**config.mk**
```make
export PLATFORM = sky130hd
export DESIGN_NAME = instr_fetch_unit
export DESIGN_NICKNAME = d
export VERILOG_FILES = /design/src/rtl/instr_fetch_unit.sv
export SDC_FILE = /design/constraint.sdc
export NUM_CORES = 1
export LEC_CHECK = 0
export ABC_CLOCK_PERIOD_IN_PS = 2009
export CAP_MARGIN = 20
export CORE_ASPECT_RATIO = 1.4
export CORE_MARGIN = 2
export CORE_UTILIZATION = 44
export CTS_BUF_LIST = sky130_fd_sc_hd__clkbuf_4 sky130_fd_sc_hd__clkbuf_8
export DETAILED_ROUTE_END_ITERATION = 10
export HOLD_SLACK_MARGIN = 0.02
export PLACE_DENSITY = 0.87
export RECOVER_POWER = 50
export SYNTH_ARGS = -nofsm -noshare
export SYNTH_HDL_FRONTEND = slang
export SYNTH_SLANG_ARGS = --single-unit
export TNS_END_PERCENT = 10
```
**constraint.sdc**
```tcl
create_clock -name clk -period 2.01 [get_ports clk]
set_input_delay 0.5025 -clock clk [delete_from_list [all_inputs] [get_ports clk]]
set_output_delay 0.5025 -clock clk [all_outputs]
set_load 0.03 [all_outputs]
```
**src/rtl/instr_fetch_unit.sv**
```systemverilog
// Instruction fetch stage: PC, imem req/ack handshake,
// registered instruction with opCode, redirect and stall handling.
module instr_fetch_unit #(
   parameter int                 ADDR_W   = 32,
   parameter int                 DATA_W   = 32,
   parameter logic [ADDR_W-1:0]  RESET_PC = '0
) (
   input  logic              clk,
   input  logic              rst_n,
   output logic              imem_req,
   output logic [ADDR_W-1:0] imem_addr,
   input  logic              imem_ack,
   input  logic [DATA_W-1:0] imem_rdata,
   input  logic              redirect_valid,
   input  logic [ADDR_W-1:0] redirect_pc,
   input  logic              stall,
   output logic              instr_valid,
   output logic [DATA_W-1:0] instr,
   output logic [5:0]        opCode,
   output logic [ADDR_W-1:0] pc_out,
   output logic [ADDR_W-1:0] pc_plus4,
   output logic [31:0]       instr_count
);

   typedef enum logic [1:0] {
      IDLE  = 2'd0,
      REQ   = 2'd1,
      HOLD  = 2'd2,
      FLUSH = 2'd3
   } state_e;

   state_e            state_q, state_d;
   logic [ADDR_W-1:0] pc_q, pc_d;
   logic [ADDR_W-1:0] fl_addr_q, fl_addr_d;
   logic [DATA_W-1:0] instr_q, instr_d;
   logic [ADDR_W-1:0] pc_out_q, pc_out_d;
   logic              valid_q, valid_d;
   logic [31:0]       count_q, count_d;
   logic [ADDR_W-1:0] redir_pc;

   assign redir_pc = {redirect_pc[ADDR_W-1:2], 2'b00};

   // State and datapath registers
   always_ff @(posedge clk or negedge rst_n) begin
      if (!rst_n) begin
         state_q   <= IDLE;
         pc_q      <= RESET_PC;
         fl_addr_q <= RESET_PC;
         instr_q   <= '0;
         pc_out_q  <= RESET_PC;
         valid_q   <= 1'b0;
         count_q   <= '0;
      end else begin
         state_q   <= state_d;
         pc_q      <= pc_d;
         fl_addr_q <= fl_addr_d;
         instr_q   <= instr_d;
         pc_out_q  <= pc_out_d;
         valid_q   <= valid_d;
         count_q   <= count_d;
      end
   end

   // Next-state and datapath update
   always_comb begin
      state_d   = state_q;
      pc_d      = pc_q;
      fl_addr_d = fl_addr_q;
      instr_d   = instr_q;
      pc_out_d  = pc_out_q;
      valid_d   = valid_q;
      count_d   = count_q;
      unique case (state_q)
         IDLE: begin
            state_d = REQ;
         end
         REQ: begin
            if (redirect_valid) begin
               pc_d = redir_pc;
               if (!imem_ack) begin
                  // keep the in-flight address until the ack
                  fl_addr_d = pc_q;
                  state_d   = FLUSH;
               end
            end else if (imem_ack) begin
               instr_d  = imem_rdata;
               pc_out_d = pc_q;
               valid_d  = 1'b1;
               state_d  = HOLD;
            end
         end
         FLUSH: begin
            if (redirect_valid) begin
               pc_d = redir_pc;
            end
            if (imem_ack) begin
               state_d = REQ;
            end
         end
         HOLD: begin
            if (redirect_valid) begin
               pc_d    = redir_pc;
               valid_d = 1'b0;
               instr_d = '0;
               state_d = REQ;
            end else if (!stall) begin
               count_d = count_q + 32'd1;
               pc_d    = pc_out_q + ADDR_W'(4);
               valid_d = 1'b0;
               instr_d = '0;
               state_d = REQ;
            end
         end
         default: begin
            state_d = IDLE;
         end
      endcase
   end

   // Memory request outputs
   always_comb begin
      imem_req  = 1'b0;
      imem_addr = pc_q;
      if (state_q == REQ) begin
         imem_req = 1'b1;
      end else if (state_q == FLUSH) begin
         imem_req  = 1'b1;
         imem_addr = fl_addr_q;
      end
   end

   assign instr_valid = valid_q;
   assign instr       = instr_q;
   assign opCode      = instr_q[DATA_W-1 -: 6];
   assign pc_out      = pc_out_q;
   assign pc_plus4    = pc_out_q + ADDR_W'(4);
   assign instr_count = count_q;

endmodule

```
==> impl_metrics.env, run 1 <==
export IMPL_status="finished with violations"
export IMPL_violations="setup timing"
export IMPL_overflow=0
export IMPL_clkLatencyLatePin_ns=0.47
export IMPL_route_detailed_drc=0
export IMPL_synth_largest_area_cell="dfrtp_1"
export IMPL_synth_fp_nets=703
export IMPL_crit_top_cell="buf_6"
export IMPL_tns_ns=-39.06
export IMPL_synth_warnings=0
export IMPL_synth_area_mm2=0.00755
export IMPL_syn_inst=632
export IMPL_wl_per_cell_um=20.8
export IMPL_synth_area_top_cells="dfrtp_1, mux2_2, xnor2_1, a22o_1, nand2_1"
export IMPL_cp_cell_sequence="buf_4 > nand4_1 > buf_6 > nor3_4 > and4b_2 > xor2_4 > buf_6"
export IMPL_final_min_clock_period_ns=2.65
export IMPL_netlist_top_cells_count="dfrtp_1, mux2_2, nand2_1, xnor2_1, a22o_1"
export IMPL_drv_slew=0
export IMPL_min_path_type="flip-flop to flip-flop"
export IMPL_cp_data_required_time_ns=1.51
export IMPL_whs_endpoint="instr_count[31]$_DFFE_PN0P_"
export IMPL_power_frac_comb_pct=51.3
export IMPL_die_y_um=159
export IMPL_fmax_mhz=378
export IMPL_switching_share_pct=41.0
export IMPL_synth_distinct_cells=43
export IMPL_dieArea_mm2=0.0182
export IMPL_drtIter0Drc=390
export IMPL_clkSlewWorstSetupHoldPaths_ns=0.10
export IMPL_synth_edf_count=0
export IMPL_globalplace_congestion=0.868
export IMPL_final_layout_size_suffix_gt1_share_pct=40.1
export IMPL_finClkSkew_ns=0.0170
export IMPL_setup_viol=205
export IMPL_synth_seq_area_share_pct=54.0
export IMPL_cts_buffers=17
export IMPL_internal_power_mw=9.02
export IMPL_avgViaCountPerCell=5.63
export IMPL_r2r_slack_ns=-0.17
export IMPL_grt_start_max_net_pins=47
export IMPL_clockRootBuffer="clkbuf_8"
export IMPL_grt_total_usage_pct=27.2
export IMPL_slowest_delay_ns=0.37
export IMPL_start_util_pct=44.9
export IMPL_fill_cells=1144
export IMPL_clock_path_buffers=2
export IMPL_core_mm2=0.0168
export IMPL_p_leak_nw=5.88
export IMPL_seqPwrFrac_pct=31.6
export IMPL_end_kind="primary output"
export IMPL_portBuffers=234
export IMPL_ys_async_sr_fraction_pct=100
export IMPL_clockPowerShare_pct=17.1
export IMPL_antenna_found_initial=1
export IMPL_r2r_cells=8
export IMPL_synth_most_common_cell="dfrtp_1"
export IMPL_path_buf_inv=3
export IMPL_use_met2_pct=47.7
export IMPL_holdPathStages=1
export IMPL_antenna_left=0
export IMPL_power_mw=15.3
export IMPL_vias=6679
export IMPL_post_route_period_util_pct=132
export IMPL_grt_busiest_layer="met2"
export IMPL_switching_power_mw=6.27
export IMPL_maxSlewHeadroom_pct=25.2
export IMPL_min_delay_start="instr_count[31]$_DFFE_PN0P_"
export IMPL_drt_wl_total_um=24700
export IMPL_clock_sinks=163
export IMPL_path_class="flip-flop to primary output"
export IMPL_dr_pass1_iters=7
export IMPL_maxCapViolCount=0
export IMPL_rsz0062_at_grt="yes"
export IMPL_regToRegEndpoint="instr_count[27]$_DFFE_PN0P_"
export IMPL_multiInputGateArea_mm2=0.00384
export IMPL_htree_num_levels=4
export IMPL_powerDensity_mw_per_mm2=1270
export IMPL_synth_top_cell_area_share_pct=54.0
export IMPL_nets=1041
export IMPL_regArea_mm2=0.00409
export IMPL_hpwl_um=16900
export IMPL_ir_drop_mv=1.19
export IMPL_std_cell_rows=56
export IMPL_worst_pin_slew_ns=1.12
export IMPL_hold_ws_ns=0.473
export IMPL_avgSynthCellArea_um2=11.9
export IMPL_slowest_stage="dfrtp_1"
export IMPL_yosys_register_bits=163
export IMPL_critical_path_top_delay_family="simple AND/OR/NAND/NOR gates"
export IMPL_synth_ff_type="dfrtp_1"
export IMPL_area_growth_pct=59.6
export IMPL_met3_usage_pct=6.59
export IMPL_ios=237
export IMPL_r2r_start="state_q[1]$_DFFE_PN0P_"
export IMPL_grt_pass1_vias=7154
export IMPL_arrival_ns=2.14
export IMPL_met1_usage_pct=30.1
export IMPL_finalHoldViolCount=0
export IMPL_cp_depth=7
export IMPL_worst_slack_ns=-0.637
export IMPL_fp_dieW_um=115
export IMPL_cp_start_kind="flip-flop"
export IMPL_grt_pass1_wl_um=38300
export IMPL_stdcell_area_mm2=0.0120
export IMPL_cp_max_fo=4
export IMPL_cts_tree="yes"
export IMPL_dpl_instance_area_mm2=0.0111
-- worst register-to-register path: cells and delay by family (launching register included) --
kind | cells | cell delay (ns)
buffers and inverters | 3 | 0.52
and+or+nand+nor | 4 | 0.97
DFF | 1 | 0.43
xor gates and xnor gates | 1 | 0.18
-- per-stage QoR --
step / std cells / utilization [%] / worst slack [ns]
floorplan: 632 / - / -0.250
global placement: 1129 / 65.7 / -0.343
detailed placement: 1129 / 65.7 / -0.417
CTS: 1174 / 71.0 / -0.633
global route: 1187 / 71.6 / -0.726
finish: 1187 / 71.6 / -0.637
-- final cells by class --
cell class              instances  share of cell area [%]
diodes                          1                  0.0208
clock buffers                  19                    2.17
clock inverters                13                    1.44
inverters                       8                   0.249
multi-input cells             420                    31.9
flip-flops and latches        163                    33.9
well taps                     203                    2.11
repair buffers                360                    28.2
-- placed cells by master, fill, tap and decap left out, types with 4 or more instances in the layout --
cell | netlist | layout
a221o_1 | 14 | 14
a22o_1 | 33 | 33
and3_1 | 19 | 19
buf_12 | 0 | 13
buf_4 | 8 | 99
buf_6 | 2 | 54
clkbuf_1 | 17 | 4
clkbuf_2 | 0 | 9
clkbuf_8 | 0 | 19
clkdlybuf4s15_2 | 0 | 10
clkdlybuf4s50_1 | 0 | 64
dfrtp_1 | 163 | 155
dfrtp_2 | 0 | 8
dlygate4sd2_1 | 0 | 98
inv_1 | 8 | 8
mux2_2 | 94 | 72
mux2_4 | 0 | 22
mux2i_1 | 4 | 4
nand2_1 | 54 | 52
nand3_1 | 24 | 18
nand3_2 | 2 | 4
nand3_4 | 0 | 4
nand4_1 | 20 | 20
nor2_1 | 31 | 23
nor2_2 | 0 | 6
nor3_2 | 2 | 6
nor4_4 | 0 | 4
o21ai_0 | 23 | 22
xnor2_1 | 39 | 21
xnor2_2 | 0 | 13
xnor2_4 | 0 | 5
xor2_1 | 20 | 12
xor2_2 | 0 | 4
xor2_4 | 0 | 4
-- flip-flops by register name, summed over array words and instances, names as in the netlist --
signal / count
instr_count: 32
pc_q: 32
instr_valid: 1
fl_addr_q: 32
instr: 32
pc_out: 32
state_q: 2
-- worst max-delay path by stage --
stage,from,slack (ns),to
after CTS,pc_out[3]$_DFFE_PN0P_,-0.63,pc_plus4[29]
after floorplan,pc_out[13]$_DFFE_PN0P_,-0.25,pc_plus4[22]
final,pc_out[5]$_DFFE_PN0P_,-0.64,pc_plus4[29]
after global routing,pc_out[5]$_DFFE_PN0P_,-0.73,pc_plus4[29]
after detailed placement,redirect_valid,-0.42,instr_count[27]$_DFFE_PN0P_
after global placement,redirect_valid,-0.34,instr_count[31]$_DFFE_PN0P_
-- cells by family (layout without fill, tap and decap cells) --
logic type      count (synthesis)  after routing  share of synthesized area [%]
compound gates                 82             82                           8.44
xor+xnor                       59             59                           6.84
fa+ha+maj                       2              2                          0.331
buf+inv                        49            400                           3.22
flops                         163            163                           54.0
mux                            98             98                           14.6
other cells                     0              1                              0
simple gates                  179            179                           12.6
-- power by group through the flow --
| stage | registers (mW) | clock network (mW) | logic (mW) |
|---|---|---|---|
| finish | 4.84 | 2.61 | 7.84 |
| global route | 4.94 | 2.78 | 8.18 |
| CTS | 4.79 | 2.64 | 7.66 |
| detailed placement | 4.83 | 0 | 7.37 |
| global placement | 4.77 | 0 | 7.26 |
| floorplan | 5.85 | 0 | 2.93 |
-- repair_timing --
item,4_1_cts,5_1_grt
hold endpoints to repair,41,0
hold buffers,1,0
endpoints found under the setup margin,177,93
pin swaps,17,18
buffers inserted,11,12
resized for setup,307,39
gates cloned,1,0
-- routing by layer --
metal / share of wire, % / vias to the layer above
met2: 53 / 297
met4: 4.1 / 0
met3: 6.0 / 71
met1: 36 / 3371
li1: - / 2940
met5: 0 / -
Note: power is estimated with default switching activity, not from simulation.
==> run 2, diff against run 1 <==
--- a/config.mk
+++ b/config.mk
@@ -11,6 +11,7 @@
 export CORE_MARGIN = 2
 export CORE_UTILIZATION = 44
 export CTS_BUF_LIST = sky130_fd_sc_hd__clkbuf_4 sky130_fd_sc_hd__clkbuf_8
+export CTS_CLUSTER_DIAMETER = 200
 export DETAILED_ROUTE_END_ITERATION = 10
 export HOLD_SLACK_MARGIN = 0.02
 export PLACE_DENSITY = 0.87
==> constraint.sdc (replaced) <==
create_clock -name clk -period 2.01 [get_ports clk]
set_input_delay 0.201 -clock clk [delete_from_list [all_inputs] [get_ports clk]]
set_output_delay 0.201 -clock clk [all_outputs]
set_load 0.03 [all_outputs]
==> impl_metrics.env, run 2 (synthesis results as in run 1) <==
export IMPL_status="finished with violations"
export IMPL_violations="setup timing"
export IMPL_die_y_um=159
export IMPL_dieArea_mm2=0.0182
export IMPL_utilization_pct=68.3
export IMPL_drv_slew=0
export IMPL_powerDensity_mw_per_mm2=1260
export IMPL_stdcell_area_mm2=0.0115
export IMPL_slowest_stage="dfrtp_2"
export IMPL_tns_ns=-15.21
export IMPL_dp_cells=1098
export IMPL_cp_data_required_time_ns=1.81
export IMPL_grt_pass1_vias=6524
export IMPL_htree_num_levels=4
export IMPL_area_growth_pct=52.1
export IMPL_maxSlewHeadroom_pct=10.3
export IMPL_avgViaCountPerCell=5.50
export IMPL_arrival_ns=2.17
export IMPL_slowest_delay_ns=0.44
export IMPL_path_class="flip-flop to primary output"
export IMPL_dr_pass1_iters=4
export IMPL_clock_sinks=163
export IMPL_power_mw=14.4
export IMPL_drtIter0Drc=293
export IMPL_finalHoldViolCount=0
export IMPL_globalplace_congestion=0.847
export IMPL_cts_tree="yes"
export IMPL_min_path_type="input port to flip-flop"
export IMPL_setup_viol=133
export IMPL_maxCapViolCount=0
export IMPL_nets=999
export IMPL_rsz0062_at_grt="yes"
export IMPL_antenna_left=0
export IMPL_drt_wl_total_um=22500
export IMPL_clkSlewWorstSetupHoldPaths_ns=0.09
export IMPL_stdcell_count=1144
export IMPL_overflow=0
export IMPL_insertedDiodeCount=0
export IMPL_hold_ws_ns=0.305
export IMPL_route_detailed_drc=0
export IMPL_vias=6297
export IMPL_final_min_clock_period_ns=2.37
export IMPL_r2r_cells=4
export IMPL_post_route_period_util_pct=118
export IMPL_clkLatencyLatePin_ns=0.46
export IMPL_clock_path_buffers=2
export IMPL_cp_max_fo=4
export IMPL_layout_commonest_cell="dfrtp_1"
export IMPL_fmax_mhz=423
export IMPL_wl_per_cell_um=19.7
export IMPL_start_util_pct=44.9
export IMPL_final_cell_mix="dfrtp_1, clkdlybuf4s50_1, mux2_2"
export IMPL_hpwl_um=16100
export IMPL_place_ws_ns=-0.167
export IMPL_clockRootBuffer="clkbuf_8"
export IMPL_core_mm2=0.0168
export IMPL_cp_cell_sequence="nand4_1 > buf_4 > nor2_4 > buf_6 > and4_4 > xor2_4 > buf_6"
export IMPL_std_cell_rows=56
export IMPL_dpl_instance_area_mm2=0.0108
export IMPL_cp_start_kind="flip-flop"
export IMPL_crit_top_cell="buf_6"
export IMPL_final_layout_size_suffix_gt1_share_pct=35.9
export IMPL_ir_drop_mv=0.906
export IMPL_end_kind="primary output"
export IMPL_holdPathStages=3
export IMPL_grt_total_usage_pct=24.7
export IMPL_worst_pin_slew_ns=1.35
export IMPL_p_leak_nw=5.15
export IMPL_cts_buffers=17
export IMPL_ios=237
export IMPL_finClkSkew_ns=0.0128
export IMPL_fp_dieW_um=115
export IMPL_portBuffers=234
export IMPL_antenna_found_initial=0
export IMPL_grt_start_max_net_pins=55
export IMPL_grt_pass1_wl_um=35100
export IMPL_worst_slack_ns=-0.356
[run 2: path summary, 6_finish.rpt]
kind                                             startpoint                     endpoint  slack (ns)
worst min-delay path                         redirect_pc[3]          pc_q[3]$_DFFE_PN0P_        0.30
max in group asynchronous                             rst_n  instr_count[31]$_DFFE_PN0P_        0.30
worst max-delay path                  pc_out[2]$_DFFE_PN0P_                 pc_plus4[13]       -0.36
worst min register to register  instr_count[31]$_DFFE_PN0P_  instr_count[31]$_DFFE_PN0P_        0.47
min in group asynchronous                             rst_n  instr_count[11]$_DFFE_PN0P_        0.59
worst max register to register       state_q[0]$_DFFE_PN0P_       pc_out[17]$_DFFE_PN0P_       -0.15
[run 2: area by class of cell]
class / count / area [um^2]
timing repair buffer: 318 / 3110
multi-input combinational: 420 / 3650
clock inverter: 14 / 106
clock buffer: 18 / 248
fill: 1187 / 5330
inverter: 8 / 30.0
sequential: 163 / 4090
tap: 203 / 254
[run 2: routing by layer]
| metal | global-route usage, % | share of wire [%] | up-vias |
|---|---|---|---|
| met4 | 8.54 | 2.7 | 0 |
| met3 | 5.90 | 6.8 | 41 |
| li1 | - | - | 2854 |
| met5 | 0 | 0 | - |
| met1 | 30.4 | 38 | 3153 |
| met2 | 42.3 | 53 | 249 |
[run 2: power by group]
part / leakage (nW) / switching [mW] / total [mW] / internal (mW)
logic: 2.94 / 4.01 / 7.40 / 3.39
clock network: 0.172 / 1.27 / 2.16 / 0.896
registers: 2.04 / 0.725 / 4.86 / 4.14
total: 5.15 / 6.00 / 14.4 / 8.42
[run 2: critical path: cells and delay by family, from the launching register on]
family | cells | cell delay [ns]
and+or+nand+nor | 3 | 0.57
buffers and inverters | 3 | 0.53
xor gates and xnor gates | 1 | 0.17
DFF | 1 | 0.44
[run 2: repair_timing]
| action | in CTS | in global routing |
|---|---|---|
| buffers inserted | 5 | 8 |
| gates resized for setup | 111 | 40 |
| pin swaps | 13 | 15 |
| hold buffers | 1 | 0 |
| endpoints found under the hold margin | 51 | 0 |
| endpoints found under the setup margin | 65 | 74 |
==> run 3, diff against run 2 <==
--- a/config.mk
+++ b/config.mk
@@ -16,6 +16,7 @@
 export HOLD_SLACK_MARGIN = 0.02
 export PLACE_DENSITY = 0.87
 export RECOVER_POWER = 50
+export REMOVE_ABC_BUFFERS = 1
 export SYNTH_ARGS = -nofsm -noshare
 export SYNTH_HDL_FRONTEND = slang
 export SYNTH_SLANG_ARGS = --single-unit
==> impl_metrics.env, run 3 (synthesis results as in run 1) <==
export IMPL_htree_num_levels=4
export IMPL_overflow=0
export IMPL_rsz0062_at_grt="yes"
export IMPL_dr_pass1_iters=4
export IMPL_area_growth_pct=51.3
export IMPL_drv_slew=0
export IMPL_final_min_clock_period_ns=2.36
export IMPL_final_cell_mix="dfrtp_1, clkdlybuf4s50_1, mux2_2"
export IMPL_hold_ws_ns=0.324
export IMPL_nets=1005
export IMPL_path_class="flip-flop to primary output"
export IMPL_p_leak_nw=5.16
export IMPL_dieArea_mm2=0.0182
export IMPL_vias=6313
export IMPL_clock_sinks=163
export IMPL_clock_path_buffers=2
export IMPL_layout_commonest_cell="dfrtp_1"
export IMPL_setup_viol=147
export IMPL_stdcell_count=1150
export IMPL_antenna_left=0
export IMPL_grt_start_max_net_pins=57
export IMPL_cp_max_fo=4
export IMPL_cp_start_kind="flip-flop"
export IMPL_fmax_mhz=423
export IMPL_wl_per_cell_um=19.9
export IMPL_clkSlewWorstSetupHoldPaths_ns=0.09
export IMPL_antenna_found_initial=0
export IMPL_drtIter0Drc=343
export IMPL_globalplace_congestion=0.836
export IMPL_status="finished with violations"
export IMPL_portBuffers=234
export IMPL_worst_slack_ns=-0.354
export IMPL_min_path_type="input port to flip-flop"
export IMPL_grt_total_usage_pct=25.5
export IMPL_dp_cells=1099
export IMPL_core_mm2=0.0168
export IMPL_die_y_um=159
export IMPL_violations="setup timing"
export IMPL_avgViaCountPerCell=5.49
export IMPL_clockRootBuffer="clkbuf_8"
export IMPL_insertedDiodeCount=0
export IMPL_hpwl_um=16400
export IMPL_place_ws_ns=-0.0905
export IMPL_final_layout_size_suffix_gt1_share_pct=34.8
export IMPL_drt_wl_total_um=22900
export IMPL_grt_pass1_vias=6689
export IMPL_maxCapViolCount=0
export IMPL_std_cell_rows=56
export IMPL_post_route_period_util_pct=118
export IMPL_cts_tree="yes"
export IMPL_utilization_pct=67.9
export IMPL_ios=237
export IMPL_powerDensity_mw_per_mm2=1270
export IMPL_fp_dieW_um=115
export IMPL_maxSlewHeadroom_pct=31.5
export IMPL_arrival_ns=2.16
export IMPL_finalHoldViolCount=0
export IMPL_cp_data_required_time_ns=1.81
export IMPL_grt_pass1_wl_um=35800
export IMPL_start_util_pct=44.9
export IMPL_worst_pin_slew_ns=1.03
export IMPL_finClkSkew_ns=0.0116
export IMPL_cts_buffers=17
export IMPL_clkLatencyLatePin_ns=0.47
export IMPL_end_kind="primary output"
export IMPL_route_detailed_drc=0
export IMPL_ir_drop_mv=0.764
## run 3: worst max-delay path, stage by stage (launching register included)
cell	delay, ns
dfrtp_1	0.38
ha_2	0.20
nand3_2	0.12
buf_4	0.20
buf_4	0.16
nor2_1	0.12
xor2_1	0.28
buf_4	0.22
## run 3: cell type report
class	instances	area (um^2)
clock inverters	14	129
inverters	8	30.0
multi-input cells	420	3530
flip-flops and latches	163	4090
well taps	203	254
repair buffers	324	3150
clock buffers	18	241
fillers	1171	5400
## run 3: final timing paths
| kind | start | to | slack (ns) | cells after the start |
|---|---|---|---|---|
| max in group asynchronous | rst_n | state_q[0]$_DFFE_PN0P_ | 0.30 | 3 |
| worst min-delay path | redirect_pc[3] | pc_q[3]$_DFFE_PN0P_ | 0.32 | 3 |
| worst max register to register | state_q[1]$_DFFE_PN0P_ | instr_count[21]$_DFFE_PN0P_ | -0.19 | 8 |
| min in group asynchronous | rst_n | instr_count[25]$_DFFE_PN0P_ | 0.46 | 2 |
| worst min register to register | instr_count[31]$_DFFE_PN0P_ | instr_count[31]$_DFFE_PN0P_ | 0.47 | 1 |
| worst max-delay path | pc_out[2]$_DFFE_PN0P_ | pc_plus4[8] | -0.35 | 7 |
## run 3: layer usage
metal	vias to the layer above	share of wire [%]	global-route usage, %
met5	-	0	0
met4	0	3.1	9.97
met3	51	6.4	6.70
met2	276	53	44.6
met1	3110	38	29.6
li1	2876	-	-
## run 3: power by group
group          internal (mW)  switching, mW  total, mW
clock                   1.01           1.31       2.32
sequential              4.13          0.742       4.87
combinational           3.32           3.95       7.27
## run 3: timing repair
action | in CTS | in global routing
pin swaps | 9 | 14
hold buffers | 1 | 0
gates resized for setup | 143 | 36
setup buffers | 7 | 10
cloned | 1 | 0
setup endpoints to repair | 61 | 138
hold endpoints to repair | 79 | 0
## run 3: per-stage QoR
step	power (mW)	TNS [ns]	cell area, um^2
finish	14.5	-13.40	11400
global route	15.1	-31.02	11400
CTS	14.4	-8.60	11300
detailed placement	11.8	-1.16	10600
global placement	11.7	-0.416	10600
floorplan	8.45	-283.70	7340
==> RTL change 1: new RTL, flow settings as in run 1 <==
Put one more register stage on the output `instr_count`, without a reset. The value now appears one clock later. The other outputs are not delayed to match.
--- a/src/rtl/instr_fetch_unit.sv
+++ b/src/rtl/instr_fetch_unit.sv
@@ -134,7 +134,9 @@
    assign opCode      = instr_q[DATA_W-1 -: 6];
    assign pc_out      = pc_out_q;
    assign pc_plus4    = pc_out_q + ADDR_W'(4);
-   assign instr_count = count_q;
+   always_ff @(posedge clk) begin
+      instr_count <= count_q;
+   end
 
 endmodule
 
Check against the original RTL: not equivalent (Yosys sat finds a counterexample within 4 cycles, from zero or initial values and one cycle with rst_n low).
==> RTL change 1 against run 1 <==
The flow still finishes with violations (setup timing); non-clock buffer count shrank 3; combinational power grew 6.0%; routed wire length grew 1.4%; hold slack lost 0.042 ns; cell area grew 5.0%; critical path depth grew 1; first-iteration DRC count grew 16%; sequential cell count grew 32; area after synthesis grew 7.6%; cell count grew 4.6%; power grew 6.7%; worst setup slack lost 0.25 ns; sequential share of layout area grew 3.5 points; core utilization shrank 1.7 points; critical path type unchanged; critical endpoint is now pc_plus4[19]; largest cell class unchanged; largest power group unchanged.
==> RTL change 1: results (changes against run 1) <==
stage	metric	value	unit	change
run_status	status	finished with violations		
run_status	violations	setup timing		
route	drt_wl_total	25100	microns	+1.4%
sta	worst_slew_pin_slew	1.22	ns	+0.0996 ns
sta	setup_slack	-0.891	ns	-0.255 ns
logic_synthesis	synth-edff-count	0		unchanged
global_routing	grtUsageTotal	24.9	%	-2.3 points
layout	fill_cells	1227		+7.3%
worst_setup_path	startpoint	pc_out[10]		
global_routing	antenna_found_initial	1		unchanged
logic_synthesis	synthTopCellsByArea	dfrtp_1 (50%), mux2_2 (13%), dfxtp_1 (7.9%), xnor2_1 (4.2%), a22o_1 (3.7%)		
global_routing	grt_max_degree	47		unchanged
global_routing	met3_usage	5.28	%	-1.3 points
placement	postPlaceCellArea	0.0118	sq mm	+7.2%
worst_hold_path	hold_path.class	reg2reg		
placement	place.gp.congestion	0.835		-3.8%
placement	port_buffers	234		unchanged
worst_setup_path	worst_r2r_startpoint	state_q[0]		
worst_setup_path	cp_data_arrival_time	2.40	ns	+0.26 ns
sta	fin_skew	0.0137	ns	-0.00336 ns
clock_tree	cts_root_buffer	clkbuf_8		
route	drt-initial-drc-count	451		+16%
clock_tree	clkSlewWorstSetupHoldPaths	0.11	ns	
clock_tree	clock_latency	0.48	ns	
worst_setup_path	cp_max_fo	6		+2
worst_hold_path	hold_start	count_q[27]		
logic_synthesis	syn-num-nets	727		+3.4%
pwr	p_int	9580	uW	+6.2%
layout	antennaDiodeCount	0		-1
layout	drive_gt1_share	37.9	%	-2.2 points
logic_synthesis	async_reset_ff_share	83.6	%	-16 points
route	drt_pass1_iterations	5		-2
global_routing	grt_pass1_wl	37600	microns	-1.9%
pwr	leakage	0.00604	uW	+2.7%
pwr	peakVddDrop	875	uV	-27%
logic_synthesis	yosysSeqAreaShare	58.1	%	+4.1 points
sta	setup_viol	96		-53%
global_routing	met1_usage	30.0	%	-0.093 points
clock_tree	htree_num_levels	4		unchanged
global_routing	met2_usage	43.1	%	-4.6 points
clock_tree	cts_buffers	17		unchanged
route	via_per_inst	5.42		-3.6%
layout	fin_nets	1060		+1.8%
logic_synthesis	synth_common_cells	dfrtp_1 (163), mux2_2 (92), nand2_1 (45)		
logic_synthesis	yosys_warnings	0		unchanged
placement	hpwl	16700	microns	-0.93%
global_routing	grt_pass1_vias	6890		-3.7%
clock_tree	clk_path_buf_depth	2		unchanged
logic_synthesis	synthDistinctLibCells	40		-7.0%
sta	finalSetupTns	-31.70	ns	+7.37 ns
## RTL change 1: cell families (layout without fill, tap and decap cells)
kind of cell | count (synthesis) | count (layout) | share of synthesized area (%)
fa+ha+maj | 2 | 2 | 0.308
buf+inv | 51 | 397 | 3.10
mux | 97 | 97 | 13.4
compound gates | 85 | 85 | 7.96
simple gates | 168 | 168 | 10.8
xor+xnor | 58 | 58 | 6.34
flops | 195 | 195 | 58.1
## RTL change 1: final timing paths
check                                  end  slack, ns  cells after the start
setup / recovery              pc_plus4[19]      -0.89                      8
hold / removal             instr_count[27]       0.43                      0
setup reg to reg               count_q[21]      -0.30                      8
hold reg to reg            instr_count[27]       0.43                      0
max in group asynchronous       pc_out[12]       0.09                      3
min in group asynchronous      count_q[10]       0.80                      2
## RTL change 1: worst max-delay path: stages (launching register included)
cell	delay [ns]
dfrtp_2	0.38
nand4_1	0.18
buf_6	0.20
nor4_4	0.37
buf_6	0.19
buf_4	0.13
nand3_4	0.08
xnor2_2	0.22
buf_6	0.17
## RTL change 1: power groups by stage
| stage | Clock, uW | Combinational (uW) | Sequential, uW |
|---|---|---|---|
| 2_1_floorplan | 0 | 3140 | 6640 |
| 3_3_place_gp | 0 | 7900 | 5480 |
| 3_5_place_dp | 0 | 7990 | 5550 |
| 4_1_cts | 2520 | 8090 | 5470 |
| 5_1_grt | 2690 | 8670 | 5610 |
| 6_report | 2500 | 8310 | 5500 |
## RTL change 1: metal layers
| metal | up-vias | part of all wire, % |
|---|---|---|
| met4 | 2 | 3.9 |
| li1 | 3019 | - |
| met5 | - | 0.052 |
| met3 | 67 | 5.7 |
| met1 | 3365 | 38 |
| met2 | 282 | 53 |
## RTL change 1: area by class of cell
class	count	area share, %
flip-flops and latches	195	37.5
multi-input cells	410	29.8
repair buffers	357	27.1
well taps	240	2.37
clock buffers	18	1.91
clock inverters	14	1.10
inverters	8	0.237
## RTL change 1: stage by stage
stage | util (%) | power [uW] | setup WS, ns | std cells | hold slack [ns]
6_report | 70.0 | 16300 | -0.891 | 1242 | 0.432
5_1_grt | 70.0 | 17000 | -0.949 | 1242 | 0.442
4_1_cts | 69.6 | 16100 | -0.779 | 1235 | 0.428
3_5_place_dp | 65.6 | 13500 | -0.865 | 1187 | 0.405
3_3_place_gp | 65.6 | 13400 | -0.810 | 1187 | 0.395
2_1_floorplan | - | 9780 | -0.380 | 656 | 0.207
## RTL change 1: repair_timing
| item | in CTS | in global routing |
|---|---|---|
| setup buffers | 14 | 7 |
| hold buffers | 1 | 0 |
| gates cloned | 1 | 0 |
| hold endpoints to repair | 42 | 0 |
| pin swaps | 18 | 20 |
| gates resized for setup | 241 | 57 |
| setup endpoints to repair | 165 | 128 |
==> RTL change 2: new RTL, config.mk and constraints of run 1 <==
Made on the original files. Change the parameter `DATA_W` from 32 to 64.
--- a/src/rtl/instr_fetch_unit.sv
+++ b/src/rtl/instr_fetch_unit.sv
@@ -2,7 +2,7 @@
 // registered instruction with opCode, redirect and stall handling.
 module instr_fetch_unit #(
    parameter int                 ADDR_W   = 32,
-   parameter int                 DATA_W   = 32,
+   parameter int                 DATA_W   = 64,
    parameter logic [ADDR_W-1:0]  RESET_PC = '0
 ) (
    input  logic              clk,
Ports: changed (resized imem_rdata and instr); port bits go from 237 to 301. No check against the original RTL was run, so the function may have changed too.
==> RTL change 2 against run 1 <==
The run still ends with setup timing left; sequential power up 20%; sequential cell count up 32; cell area up 13%; worst setup slack worse by 0.020 ns; count of clock-buffer cells in the layout down 2; power up 12%; routed wire length up 18%; area after synthesis up 15%; critical path depth down 1; hold slack better by 0.00054 ns; critical path type unchanged; largest cell class unchanged.
==> RTL change 2: results (changes against run 1) <==
stage	metric	value	unit	change
global_routing	met3_usage	7.00	%	+0.42 points
layout	signal_buffers	410		+14%
worst_setup_path	startpoint	pc_out[3]		
placement	place.gp.congestion	0.862		-0.71%
run_status	status	finished with violations		
logic_synthesis	synth_compound_area_share	10.6	%	+2.2 points
route	m1WireLength	10500	microns	+16%
layout	multi_input_cells	452		+7.6%
global_routing	grt_pass1_vias	8130		+14%
placement	port_buffers	298		+27%
pwr	switchingPower	7320	uW	+17%
logic_synthesis	avgSynthCellArea	12.3	sq um	+2.9%
worst_setup_path	r2r_end	instr_count[29]		
sta	fin_hold_ws	0.474	ns	+0.000536 ns
route	drt_pass1_iterations	4		-3
run_status	violations	setup timing		
logic_synthesis	syn-num-nets	807		+15%
layout	clock_cell_area_share	2.78	%	-0.83 points
layout	multi_input_area_share	29.7	%	-2.2 points
pwr	p_per_area	1260	mW/mm^2	-1.1%
layout	n_sequential_cell	195		+20%
route	wl_per_cell	21.7	microns	+4.1%
worst_setup_path	r2r_setup_slack	-0.30	ns	-0.13 ns
worst_setup_path	cpPeakStageDelay	0.39	ns	+0.02 ns
layout	fin_nets	1187		+14%
worst_setup_path	slowest_stage	dfrtp_2		
logic_synthesis	synthTopCellsByArea	dfrtp_1 (56%), mux2_2 (12%), a22o_1 (6.6%), xnor2_1 (3.9%), nand2_1 (2.3%)		
route	wl_met2	15200	microns	+15%
global_routing	met1_usage	31.2	%	+1.1 points
logic_synthesis	synth-xor-area-share	5.97	%	-0.87 points
global_routing	met2_usage	48.9	%	+1.3 points
layout	fill_cells	1349		+18%
sta	fin_skew	0.0201	ns	+0.00312 ns
global_routing	grt_max_degree	61		+30%
sta	finalSetupTns	-47.25	ns	-8.19 ns
sta	setup_slack	-0.657	ns	-0.0202 ns
route	vias	7600		+14%
route	via_per_inst	5.65		+0.35%
placement	hpwl	20600	microns	+22%
logic_synthesis	synth_common_cells	dfrtp_1 (195), mux2_2 (94), a22o_1 (65)		
global_routing	grt_pass1_wl	44000	microns	+15%
sta	setup_viol	227		+11%
logic_synthesis	synth_mux_area_share	12.7	%	-1.9 points
route	drt-initial-drc-count	420		+7.7%
worst_setup_path	r2r_cells	6		-2
pwr	leakage	0.00667	uW	+13%
layout	bufAreaShareNonClock	29.1	%	+0.98 points
==> RTL change 2: worst reg2reg max path, stage by stage, from the launching register on <==
cell and delay, ns:
dfrtp_1 0.42, clkbuf_1 0.23, or4b_1 0.77, nor3_2 0.28
nand3_2 0.17, nor2_1 0.19, xor2_1 0.16
==> RTL change 2: power groups by stage <==
stage                     clock, uW  combinational (uW)  sequential (uW)
final                          2480                8810             5810
after global routing           2690                9180             5930
after CTS                      2510                8550             5770
after detailed placement          0                8640             5800
after global placement            0                8510             5760
after floorplan                   0                3120             7180
==> RTL change 2: worst max path at each step <==
stage                     slack [ns]      endpoint  depth (start not counted)
after global routing           -0.75  pc_plus4[29]                          6
after detailed placement       -0.35  fl_addr_q[1]                          6
final                          -0.66  pc_plus4[29]                          6
after CTS                      -0.65  pc_plus4[29]                          6
after floorplan                -0.25  pc_plus4[22]                          4
after global placement         -0.34    pc_out[18]                          6
